`config.mk`:
```
export PLATFORM = sky130hd
export DESIGN_NAME = bbox_extract_flat
export DESIGN_NICKNAME = d
export VERILOG_FILES = /design/src/rtl/bbox_extract_if.sv /design/src/rtl/bbox_extract.sv /design/src/flat_wrapper.sv
export SDC_FILE = /design/constraint.sdc
export NUM_CORES = 1
export LEC_CHECK = 0
export ABC_CLOCK_PERIOD_IN_PS = 4250
export BUFFER_PORTS_ARGS = -buffer_cell sky130_fd_sc_hd__buf_2
export CORE_MARGIN = 3
export CORE_UTILIZATION = 65
export CTS_BUF_LIST = sky130_fd_sc_hd__clkbuf_8 sky130_fd_sc_hd__clkbuf_16
export DETAILED_ROUTE_END_ITERATION = 10
export HOLD_SLACK_MARGIN = 0.15
export PLACE_DENSITY_LB_ADDON = 0.3
export SYNTH_ARGS = -nofsm -noshare
export SYNTH_HDL_FRONTEND = slang
export SYNTH_SLANG_ARGS = --single-unit
```
`constraint.sdc`:
```
create_clock -name pixelclk -period 4.25 [get_ports pixelclk]
set_clock_uncertainty 0.15 [all_clocks]
set_input_delay 0.2125 -clock pixelclk [delete_from_list [all_inputs] [get_ports pixelclk]]
set_output_delay 0.2125 -clock pixelclk [all_outputs]
set_load 0.02 [all_outputs]
```
`src/rtl/bbox_extract_if.sv`:
```
`default_nettype none
// ============================================================================
// Module   : bbox_extract_if
// Brief    : Video-in / bounding-box-out bundle for bbox_extract.
// Revision : 1.0
// ============================================================================
interface bbox_extract_if;
  logic        i_hs;
  logic        i_vs;
  logic        i_de;
  logic        i_bin;
  logic        o_hs;
  logic [11:0] hcount_l;
  logic [11:0] hcount_r;
  logic [11:0] vcount_l;
  logic [11:0] vcount_r;
  logic        o_valid;
  logic        o_empty;

  modport slave (
    input  i_hs, i_vs, i_de, i_bin,
    output o_hs, hcount_l, hcount_r, vcount_l, vcount_r, o_valid, o_empty
  );

  modport master (
    output i_hs, i_vs, i_de, i_bin,
    input  o_hs, hcount_l, hcount_r, vcount_l, vcount_r, o_valid, o_empty
  );
endinterface
`default_nettype wire

```
`src/rtl/bbox_extract.sv`:
```
`default_nettype none
// ============================================================================
// Module   : bbox_extract
// Brief    : Per-frame bounding box of foreground pixels in a binarised stream.
// Revision : 1.0
// ============================================================================
module bbox_extract #(
  parameter int MIN_COUNT = 16
) (
  input  logic          pixelclk,
  input  logic          rst,
  bbox_extract_if.slave vid
);
  localparam logic [0:0]  C_ST_ARM    = 1'b0;
  localparam logic [0:0]  C_ST_ACTIVE = 1'b1;
  localparam logic [11:0] C_CMAX      = 12'hFFF;
  localparam logic [21:0] C_CNT_MAX   = 22'h3FFFFF;
  localparam logic [21:0] C_MIN       = 22'(MIN_COUNT);

  logic [0:0]  state_q, state_d;
  logic [11:0] x_q, x_d, y_q, y_d;
  logic        de_q, vs_q;
  logic [11:0] xmin_q, xmin_d, xmax_q, xmax_d;
  logic [11:0] ymin_q, ymin_d, ymax_q, ymax_d;
  logic [21:0] cnt_q, cnt_d;
  logic [11:0] hl_q, hl_d, hr_q, hr_d, vl_q, vl_d, vr_q, vr_d;
  logic        valid_q, valid_d, empty_q, empty_d;
  logic        vs_rise, de_fall, hit, accum_en, report, non_empty;

  assign vs_rise   = vid.i_vs & ~vs_q;
  assign de_fall   = de_q & ~vid.i_de;
  assign hit       = vid.i_de & vid.i_bin;
  // A zero count never reports the cleared extremes, even with MIN_COUNT=0.
  assign non_empty = (cnt_q != '0) && (cnt_q >= C_MIN);

  // ---------------- FSM: state register ----------------
  always_ff @(posedge pixelclk) begin
    if (rst) state_q <= C_ST_ARM;
    else     state_q <= state_d;
  end

  // ---------------- FSM: next state ----------------
  always_comb begin
    state_d = state_q;
    case (state_q)
      C_ST_ARM:    if (vs_rise) state_d = C_ST_ACTIVE;
      C_ST_ACTIVE: state_d = C_ST_ACTIVE;
      default:     state_d = C_ST_ARM;
    endcase
  end

  // ---------------- FSM: outputs ----------------
  always_comb begin
    accum_en = 1'b0;
    report   = 1'b0;
    if (state_q == C_ST_ACTIVE) begin
      accum_en = hit & ~vs_rise;
      report   = vs_rise;
    end
  end

  // ---------------- pixel coordinates ----------------
  always_comb begin
    x_d = '0;
    if (vid.i_de) x_d = (x_q == C_CMAX) ? x_q : x_q + 12'd1;

    y_d = y_q;
    if (vs_rise)                      y_d = '0;
    else if (de_fall && y_q != C_CMAX) y_d = y_q + 12'd1;
  end

  // ---------------- accumulators ----------------
  always_comb begin
    xmin_d = xmin_q;
    xmax_d = xmax_q;
    ymin_d = ymin_q;
    ymax_d = ymax_q;
    cnt_d  = cnt_q;
    if (vs_rise) begin
      xmin_d = C_CMAX;
      xmax_d = '0;
      ymin_d = C_CMAX;
      ymax_d = '0;
      cnt_d  = '0;
    end else if (accum_en) begin
      if (x_q < xmin_q) xmin_d = x_q;
      if (x_q > xmax_q) xmax_d = x_q;
      if (y_q < ymin_q) ymin_d = y_q;
      if (y_q > ymax_q) ymax_d = y_q;
      if (cnt_q != C_CNT_MAX) cnt_d = cnt_q + 22'd1;
    end
  end

  // ---------------- report registers ----------------
  always_comb begin
    hl_d    = hl_q;
    hr_d    = hr_q;
    vl_d    = vl_q;
    vr_d    = vr_q;
    empty_d = empty_q;
    valid_d = report;
    if (report) begin
      hl_d    = non_empty ? xmin_q : '0;
      hr_d    = non_empty ? xmax_q : '0;
      vl_d    = non_empty ? ymin_q : '0;
      vr_d    = non_empty ? ymax_q : '0;
      empty_d = ~non_empty;
    end
  end

  always_ff @(posedge pixelclk) begin
    if (rst) begin
      x_q     <= '0;
      y_q     <= '0;
      de_q    <= 1'b0;
      vs_q    <= 1'b0;
      xmin_q  <= C_CMAX;
      xmax_q  <= '0;
      ymin_q  <= C_CMAX;
      ymax_q  <= '0;
      cnt_q   <= '0;
      hl_q    <= '0;
      hr_q    <= '0;
      vl_q    <= '0;
      vr_q    <= '0;
      valid_q <= 1'b0;
      empty_q <= 1'b1;
    end else begin
      x_q     <= x_d;
      y_q     <= y_d;
      de_q    <= vid.i_de;
      vs_q    <= vid.i_vs;
      xmin_q  <= xmin_d;
      xmax_q  <= xmax_d;
      ymin_q  <= ymin_d;
      ymax_q  <= ymax_d;
      cnt_q   <= cnt_d;
      hl_q    <= hl_d;
      hr_q    <= hr_d;
      vl_q    <= vl_d;
      vr_q    <= vr_d;
      valid_q <= valid_d;
      empty_q <= empty_d;
    end
  end

  assign vid.o_hs     = vid.i_hs;
  assign vid.hcount_l = hl_q;
  assign vid.hcount_r = hr_q;
  assign vid.vcount_l = vl_q;
  assign vid.vcount_r = vr_q;
  assign vid.o_valid  = valid_q;
  assign vid.o_empty  = empty_q;

endmodule
`default_nettype wire
```
`src/flat_wrapper.sv`:
```
// flat-port wrapper written by rule: the top's interface ports become plain ports
module bbox_extract_flat 
#(
  parameter int MIN_COUNT = 16
)
  (pixelclk, rst, vid_i_hs, vid_i_vs, vid_i_de, vid_i_bin, vid_o_hs, vid_hcount_l, vid_hcount_r, vid_vcount_l, vid_vcount_r, vid_o_valid, vid_o_empty);
  bbox_extract_if vid_i ();
  input  logic pixelclk;
  input  logic rst;
  input wire logic [$bits(vid_i.i_hs)-1:0] vid_i_hs;
  input wire logic [$bits(vid_i.i_vs)-1:0] vid_i_vs;
  input wire logic [$bits(vid_i.i_de)-1:0] vid_i_de;
  input wire logic [$bits(vid_i.i_bin)-1:0] vid_i_bin;
  output wire logic [$bits(vid_i.o_hs)-1:0] vid_o_hs;
  output wire logic [$bits(vid_i.hcount_l)-1:0] vid_hcount_l;
  output wire logic [$bits(vid_i.hcount_r)-1:0] vid_hcount_r;
  output wire logic [$bits(vid_i.vcount_l)-1:0] vid_vcount_l;
  output wire logic [$bits(vid_i.vcount_r)-1:0] vid_vcount_r;
  output wire logic [$bits(vid_i.o_valid)-1:0] vid_o_valid;
  output wire logic [$bits(vid_i.o_empty)-1:0] vid_o_empty;
  assign vid_i.i_hs = vid_i_hs;
  assign vid_i.i_vs = vid_i_vs;
  assign vid_i.i_de = vid_i_de;
  assign vid_i.i_bin = vid_i_bin;
  assign vid_o_hs = vid_i.o_hs;
  assign vid_hcount_l = vid_i.hcount_l;
  assign vid_hcount_r = vid_i.hcount_r;
  assign vid_vcount_l = vid_i.vcount_l;
  assign vid_vcount_r = vid_i.vcount_r;
  assign vid_o_valid = vid_i.o_valid;
  assign vid_o_empty = vid_i.o_empty;
  bbox_extract #(.MIN_COUNT(MIN_COUNT)) u_core (.pixelclk(pixelclk), .rst(rst), .vid(vid_i));
endmodule
```
-- Word level (Yosys, flattened, before mapping)
Cells that the tools add are included.
- register bits after elaboration: 147
- bits in latches: 0
- memory bits (writable): 0
- memory bits (read-only): 0
- memories kept: 0
- add/subtract/negate cells: 3
- multipliers: 0
- div/mod/pow operators: 0
- order comparisons: 5
- eq/ne operators: 3
- shifts and indexed selects: 0
- muxes and demuxes: 8
- bitwise gates (word level): 9
- reductions and logical operators: 10
- operators with widths (kind ; count):
    $mux W12 ; 4
    $add A12 B1 Y12 const B ; 2
    $gt A12 B12 Y1 ; 2
    $lt A12 B12 Y1 ; 2
    $add A22 B1 Y22 const B ; 1
    $ge A22 B5 Y1 const B ; 1
    $ne A22 B22 Y1 const B ; 1
    $reduce_bool A22 Y1 ; 1
    $eq A12 B12 Y1 const B ; 1
    $ne A12 B12 Y1 const B ; 1
    $reduce_and A2 Y1 ; 5
    $not A1 Y1 ; 5
    $and A1 B1 Y1 ; 4
    $reduce_or A2 Y1 ; 2
    $mux W1 ; 3
    $logic_and A1 B1 Y1 ; 2
    $pmux W1 S2 ; 1

-- Depth between registers and ports, before layout
Gate-level depths: netlist of the first run.
- depth in word-level cells: 6
- depth in mapped cells: 9

-- Worst setup path after synthesis of the first run
No wires, ideal clock.
- path kind: register -> register
- start point: reg u_core.x_q[0]
- end point: reg u_core.xmax_q[10]
- data arrival time: 1.914 ns
- required time: 4.029 ns
- setup slack: 2.115 ns
- cell stages (with the launch flop): 10
- period minus slack after synthesis: 2.135 ns
- cell sequence: dfxtp_1 > clkbuf_1 > inv_1 > ha_1 > nand4b_1 > a311o_1 > o2111ai_1 > clkbuf_1 > nand3_1 > a21oi_1
- word-level cells in the longest chain between the ends: 2
- RTL lines (item ; line ; RTL):
    start: declaration ; bbox_extract.sv:21 ; logic [11:0] x_q, x_d, y_q, y_d;
    start signal: assignment ; bbox_extract.sv:113 ; x_q <= '0;
    start signal: assignment ; bbox_extract.sv:129 ; x_q <= x_d;
    $gt A12 B12 Y1 ; bbox_extract.sv:87 ; if (x_q > xmax_q) xmax_d = x_q;
    $reduce_and A2 Y1 (no source line) ; -- ;
    end signal: assignment ; bbox_extract.sv:134 ; xmax_q <= xmax_d;
    end: declaration ; bbox_extract.sv:23 ; logic [11:0] xmin_q, xmin_d, xmax_q, xmax_d;
Every way passes these cells.
A chain may end at the register's enable or synchronous reset.

-- Final worst setup path of the first run
- start point: reg u_core.x_q[9]
- end point: reg u_core.xmin_q[6]
- word-level cells in the longest chain between the ends: 2
- RTL lines (item ; line ; RTL):
    $lt A12 B12 Y1 ; bbox_extract.sv:86 ; if (x_q < xmin_q) xmin_d = x_q;
    $reduce_and A2 Y1 (no source line) ; -- ;
    end signal: assignment ; bbox_extract.sv:133 ; xmin_q <= xmin_d;
    end: declaration ; bbox_extract.sv:23 ;
Every way passes these cells.

==> impl_metrics.toml, run 1 <==
[route]
drc = 0
num_vias = 6729
drt_pass1_iterations = 6
drt_wl_total_um = 17940
dr.first_iter.drc_count = 654
viasPerCell = 6.306
ant_nets = 0
wl_per_cell_um = 16.81

[setup_path]
crit_chain = "ha_1, a21o_1, a21o_1, a211oi_1, nand3_1, nand3_1"
critPathCaptureType = "register"
cp.arrival_ps = 3120
required_ps = 4450
critPathKind = "reg -> reg"
critPathLaunchType = "register"
crit_slowest_cell = "a211oi_1"
path_delay_family = "compound AO/OA/AOI/OAI gates"
path_buf_inv = 0
worstPathMaxFanout = 12
cpPeakStageDelay_ps = 1150

[grt]
antenna_found_initial = 0
grt_pass1_wl_um = 30220
overflow = 0
grt_pass1_vias = 6547
grt_max_degree = 57
grt_use_total_pct = 28.94

[placed_design]
hpwl_um = 12390
dp.cells = 1035
globalplace.congestion = 0.8706
portBuffers = 54

[synth]
yosys.area_share.simple_pct = 23.51
synth_edf_count = 0
synthMuxAreaShare_pct = 2.324
synth_cell_type_count = 52
synth_top_family_by_area = "simple AND/OR/NAND/NOR gates"
ys_warn_count = 0
synth-adder-area-share_pct = 8.480
synth_xor_area_share_pct = 3.799
synth_seq_cells = 147
yosysSeqAreaShare_pct = 39.89
synth_compound_area_share_pct = 15.69
netlist_area_um2 = 7377
async_flop_share_pct = 0
syn_inst = 894
synthFlopType = "dfxtp_1"
synth.net_count = 950
syn_area_per_cell_um2 = 8.252

[clock_tree]
htree_levels = 4
cts_made_buffers = 17
clk_pin_slew_ps = 50
clock_insertion_delay_worst_skew_ps = 420
post_cts_buffers = 0
clk_path_buf_depth = 2
cts.sinks = 147
cts_tree = "built"
cts_root_buf = "clkbuf_16"
cts.repair.resized = 0

[final_layout]
nFillCells = 819
drive_above_1_share_pct = 11.65
fin_cells = 1067
nets = 972
final_cell_mix = "dfxtp_1 (147), nand3_1 (92), nand2_1 (79), a21oi_1 (79), nor2_1 (78)"
mostFrequentLayoutCell = "dfxtp_1"
diodes = 0
synthToLayoutAreaGrowth_pct = 10.57

[power_and_ir_drop]
p_total_uw = 2795
vdd.ir_drop.worst_v = 0.0002787
power.leakage_uw = 0.003259
power_density_nw_per_um2 = 342.7

[die]
die_w_um = 112.5
start_util_pct = 67.17
die_h_um = 112.5
core_area_um2 = 10980
dieArea_um2 = 12660
rows = 38
num_io_pins = 57

[timing]
tightestPinTransition_ps = 1410
max_freq_mhz = 343.2
rsz0062_at_grt = "false"
slew_headroom_pct = 5.434
slew_viol_final = 0
setup_tns_ps = 0
hold_violations = 0
period_share_pct = 68.57
setup_violations = 0
period_needed_ps = 2914

[min_path]
min_path_type = "in -> reg"

[run]
max-cap-violations = 0

[status]
outcome = "complete, no violations"
registers in the layout, summed over array words and instances (netlist names):
signal	count
u_core.vid.vcount_r	12
u_core.state_q	1
u_core.de_q	1
u_core.vs_q	1
u_core.ymax_q	12
u_core.xmin_q	12
u_core.vid.vcount_l	12
u_core.x_q	12
u_core.vid.hcount_r	12
u_core.vid.o_empty	1
u_core.xmax_q	12
u_core.vid.o_valid	1
u_core.vid.hcount_l	12
u_core.y_q	12
u_core.cnt_q	22
u_core.ymin_q	12
through the flow:
| stage | setup WS (ps) | util [%] | hold WS (ps) | instance area, um^2 |
|---|---|---|---|---|
| 3_3_place_gp | 1535 | 69.45 | 275.4 | 7627 |
| 6_report | 1336 | 74.27 | 221.0 | 8157 |
| 4_1_cts | 1374 | 74.22 | 204.4 | 8152 |
| 3_5_place_dp | 1385 | 69.45 | 275.4 | 7627 |
| 2_1_floorplan | 2115 | - | 190.7 | 7377 |
| 5_1_grt | 1225 | 74.27 | 237.1 | 8157 |
kinds of logic after synthesis:
kind of cell    Yosys count
compound gates          182
fa+ha+maj                50
mux                      17
flops                   147
buf+inv                 116
simple gates            350
xor+xnor                 32
metal layers:
layer  track usage [%]  up-vias  routed length [um]
met5                 0        -                   0
met4             14.74        0                 548
met3             5.013       51                 819
met2             49.78      249                9191
met1             34.73     3197                7379
li1                  -     3232                   -
Yosys cell counts (4+ instances only):
cell | n | area share, %
a31o_2 | 4 | 0.47
nor3_1 | 8 | 0.54
nor4_1 | 10 | 0.85
a21o_1 | 5 | 0.51
dfxtp_1 | 147 | 40
o2111ai_1 | 14 | 1.7
nand3_1 | 92 | 6.2
and3_1 | 8 | 0.68
o211ai_1 | 7 | 0.71
o21ai_0 | 35 | 2.4
o311ai_0 | 11 | 1.3
nand2b_1 | 4 | 0.34
and4_1 | 5 | 0.59
buf_1 | 6 | 0.31
and2_1 | 4 | 0.34
buf_2 | 6 | 0.41
inv_1 | 56 | 2.8
xor2_1 | 20 | 2.4
ha_1 | 50 | 8.5
clkbuf_1 | 44 | 2.2
nand3_2 | 10 | 1.4
a211oi_1 | 5 | 0.51
xnor2_1 | 12 | 1.4
mux2i_1 | 16 | 2.2
nand2_1 | 79 | 4.0
nor2_1 | 79 | 4.0
a21oi_1 | 79 | 5.4
or4_1 | 6 | 0.61
nand4_1 | 35 | 3.0
timing repair:
action                                 in CTS  in global routing
hold buffers                                1                  0
setup endpoints to repair                   0                  0
endpoints found under the hold margin       1                  0
cell type report:
class	instances	area (um^2)	area share [%]
clock buffers	20	466.7	5.722
clock inverters	10	47.55	0.5829
inverters	56	210.2	2.577
multi-input cells	631	3976	48.75
flip-flops and latches	147	2943	36.08
well taps	140	175.2	2.148
repair buffers	63	337.8	4.142
final timing paths:
kind / slack, ps / start / to / cells after the start
setup / recovery: 1340 / u_core.x_q[9] / u_core.xmin_q[6] / 6
hold reg to reg: 300 / u_core.vid.hcount_l[6] / u_core.vid.hcount_l[6] / 2
hold / removal: 220 / vid_i_de / u_core.de_q / 3
setup reg to reg: 1340 / u_core.x_q[9] / u_core.xmin_q[6] / 6
worst register-to-register path, stage by stage (launching register included):
cell	delay [ps]
dfxtp_1	530
ha_1	320
a21o_1	160
a21o_1	200
a211oi_1	1150
nand3_1	200
nand3_1	150
where the power goes:
| group | switching, uW | internal (uW) | leakage (uW) |
|---|---|---|---|
| logic | 73.9 | 24.5 | 0.00179 |
| registers | 8.41 | 1390 | 0.00119 |
| clock network | 532 | 770 | 0.000277 |
Power figures use the tool's default switching activity.
==> run 2, diff against run 1 <==
- ABC_AREA: unset -> 1
- ABC_CLOCK_PERIOD_IN_PS: 4250 -> 2450
- CORE_UTILIZATION: 65 -> 55
- clock period: 4.25 -> 2.45 ns (I/O delays scaled with it)
==> impl_metrics.toml, run 2 <==
[clock_tree]
clk_path_buf_depth = 2
post_cts_buffers = 0
clock_insertion_delay_worst_skew_ps = 430
cts_made_buffers = 17
clk_pin_slew_ps = 60
cts.sinks = 147
htree_levels = 4
cts_root_buf = "clkbuf_16"
cts_tree = "built"
cts.repair.resized = 0

[grt]
grt_max_degree = 62
overflow = 0
grt_use_total_pct = 24.70
antenna_found_initial = 0
grt_pass1_vias = 6193
grt_pass1_wl_um = 30010

[timing]
slew_headroom_pct = 54.77
period_share_pct = 88.11
max_freq_mhz = 463.2
tightestPinTransition_ps = 677.7
hold_violations = 0
slew_viol_final = 0
period_needed_ps = 2159
rsz0062_at_grt = "false"
setup_violations = 0
setup_tns_ps = 0

[power_and_ir_drop]
power_density_nw_per_um2 = 632.6
power.leakage_uw = 0.004197
vdd.ir_drop.worst_v = 0.0006119

[route]
wl_per_cell_um = 13.85
num_vias = 7182
ant_nets = 0
drc = 0
viasPerCell = 5.281
drt_pass1_iterations = 6
dr.first_iter.drc_count = 621
drt_wl_total_um = 18830

[synth]
netlist_area_um2 = 7680
async_flop_share_pct = 0
yosysMostFrequentCell = "nand2_1"
syn_area_per_cell_um2 = 6.919
ys_warn_count = 0
synth_top_area_share_pct = 38.32
yosysSeqAreaShare_pct = 38.32
synthTopCellsByCount = "nand2_1 (258), dfxtp_1 (147), inv_1 (143), nand3_1 (118), a21oi_1 (107)"
synth_cell_type_count = 34
synth_seq_cells = 147
synthFlopType = "dfxtp_1"
synth_edf_count = 0
synth.largest_area_cell = "dfxtp_1"
synth.net_count = 1166
syn_inst = 1110
ys_top_cells_by_area = "dfxtp_1 (38%), nand2_1 (13%), ha_1 (8.1%)"

[final_layout]
drive_above_1_share_pct = 12.08
nFillCells = 1186
largest_register_ffs = 22
nets = 1228
final_area_um2 = 8899
synthToLayoutAreaGrowth_pct = 15.87
diodes = 0
fin_cells = 1360
mostFrequentLayoutCell = "nand2_1"
top_register = "u_core.cnt_q"
final_cell_mix = "nand2_1 (258), dfxtp_1 (147), inv_1 (143)"

[placed_design]
dp.cells = 1323
globalplace.congestion = 0.8993
place_area_um2 = 8204
hpwl_um = 13140
portBuffers = 54

[setup_path]
crit_chain = "ha_1, nand2_1, nor2_1, nand2_1, nor2_2, nand2_1, nand2_1, a21oi_1, o21ai_1, inv_1"
critPathCaptureType = "register"
crit_slowest_cell = "dfxtp_1"
required_ps = 2620
critPathLaunchType = "register"
worstPathMaxFanout = 11
crit_start = "u_core.x_q[1]"
cp.arrival_ps = 2330
cpPeakStageDelay_ps = 500
r2r-start = "u_core.x_q[1]"
crit_top_cell = "nand2_1"
critPathKind = "reg -> reg"

[min_path]
min_path_type = "reg -> reg"
holdCritStartpoint = "u_core.xmin_q[11]"

[die]
rows = 42
core_area_um2 = 13450
dieArea_um2 = 15420
start_util_pct = 57.09
die_h_um = 124.2
num_io_pins = 57
die_w_um = 124.2

[status]
outcome = "complete, no violations"

[run]
max-cap-violations = 0
[run 2: worst max-delay path, delay by kind of cell, from the launching register on]
family / cells / cell delay, ps
AOI/OAI and AO/OA: 2 / 160
adders and majority gates: 1 / 250
buffers and inverters: 1 / 50
DFF: 1 / 500
and+or+nand+nor: 6 / 960
[run 2: layout make-up]
cell class                      instances  area, um^2  share of cell area [%]
Clock inverter                         12       181.4                   2.039
Clock buffer                           19       452.9                   5.090
Sequential cell                       147        2943                   33.07
Tap cell                              176       220.2                   2.475
Inverter                              149       559.3                   6.285
Timing Repair Buffer                   90       568.0                   6.384
Multi-Input combinational cell        767        3974                   44.66
[run 2: path summary, 6_finish.rpt]
path                            end  slack [ps]  cells after the start
setup reg to reg      u_core.x_q[5]         290                     10
setup / recovery      u_core.x_q[5]         290                     10
hold / removal    u_core.xmin_q[11]         320                      2
hold reg to reg   u_core.xmin_q[11]         320                      2
[run 2: cells by family (layout without fill, tap and decap cells)]
kind of cell	count (synthesis)	after routing	synth area share, %
AOI/OAI and AO/OA	197	197	13.64
and+or+nand+nor	504	504	28.04
xor gates and xnor gates	16	16	1.825
DFF	147	147	38.32
adders and majority gates	50	50	8.146
buffers and inverters	196	270	10.04
[run 2: timing repair]
item / 4_1_cts / 5_1_grt
hold buffers: 6 / 0
endpoints found under the setup margin: 0 / 0
endpoints found under the hold margin: 20 / 0
[run 2: metal layers]
layer  track usage (%)  wire, um
met5                 0         0
met4             6.023       237
met3             5.586      1236
met2             38.18      8220
met1             35.06      9136
[run 2: report_power, final]
group	total [uW]	internal, uW	switching, uW
clock network	2770	1750	1020
logic	373	117	255
registers	2480	2450	34.0
[run 2: through the flow]
stage                     setup WS (ps)  hold WS, ps  total power (uW)  util [%]
after CTS                         332.7        319.3              5654     66.15
after global placement            360.0        95.24              2889     60.98
after detailed placement          356.4        95.24              2895     60.98
final                             291.3        317.9              5629     66.15
after global routing              36.55        335.7              5796     66.15
after floorplan                   684.6        43.68              2780         -
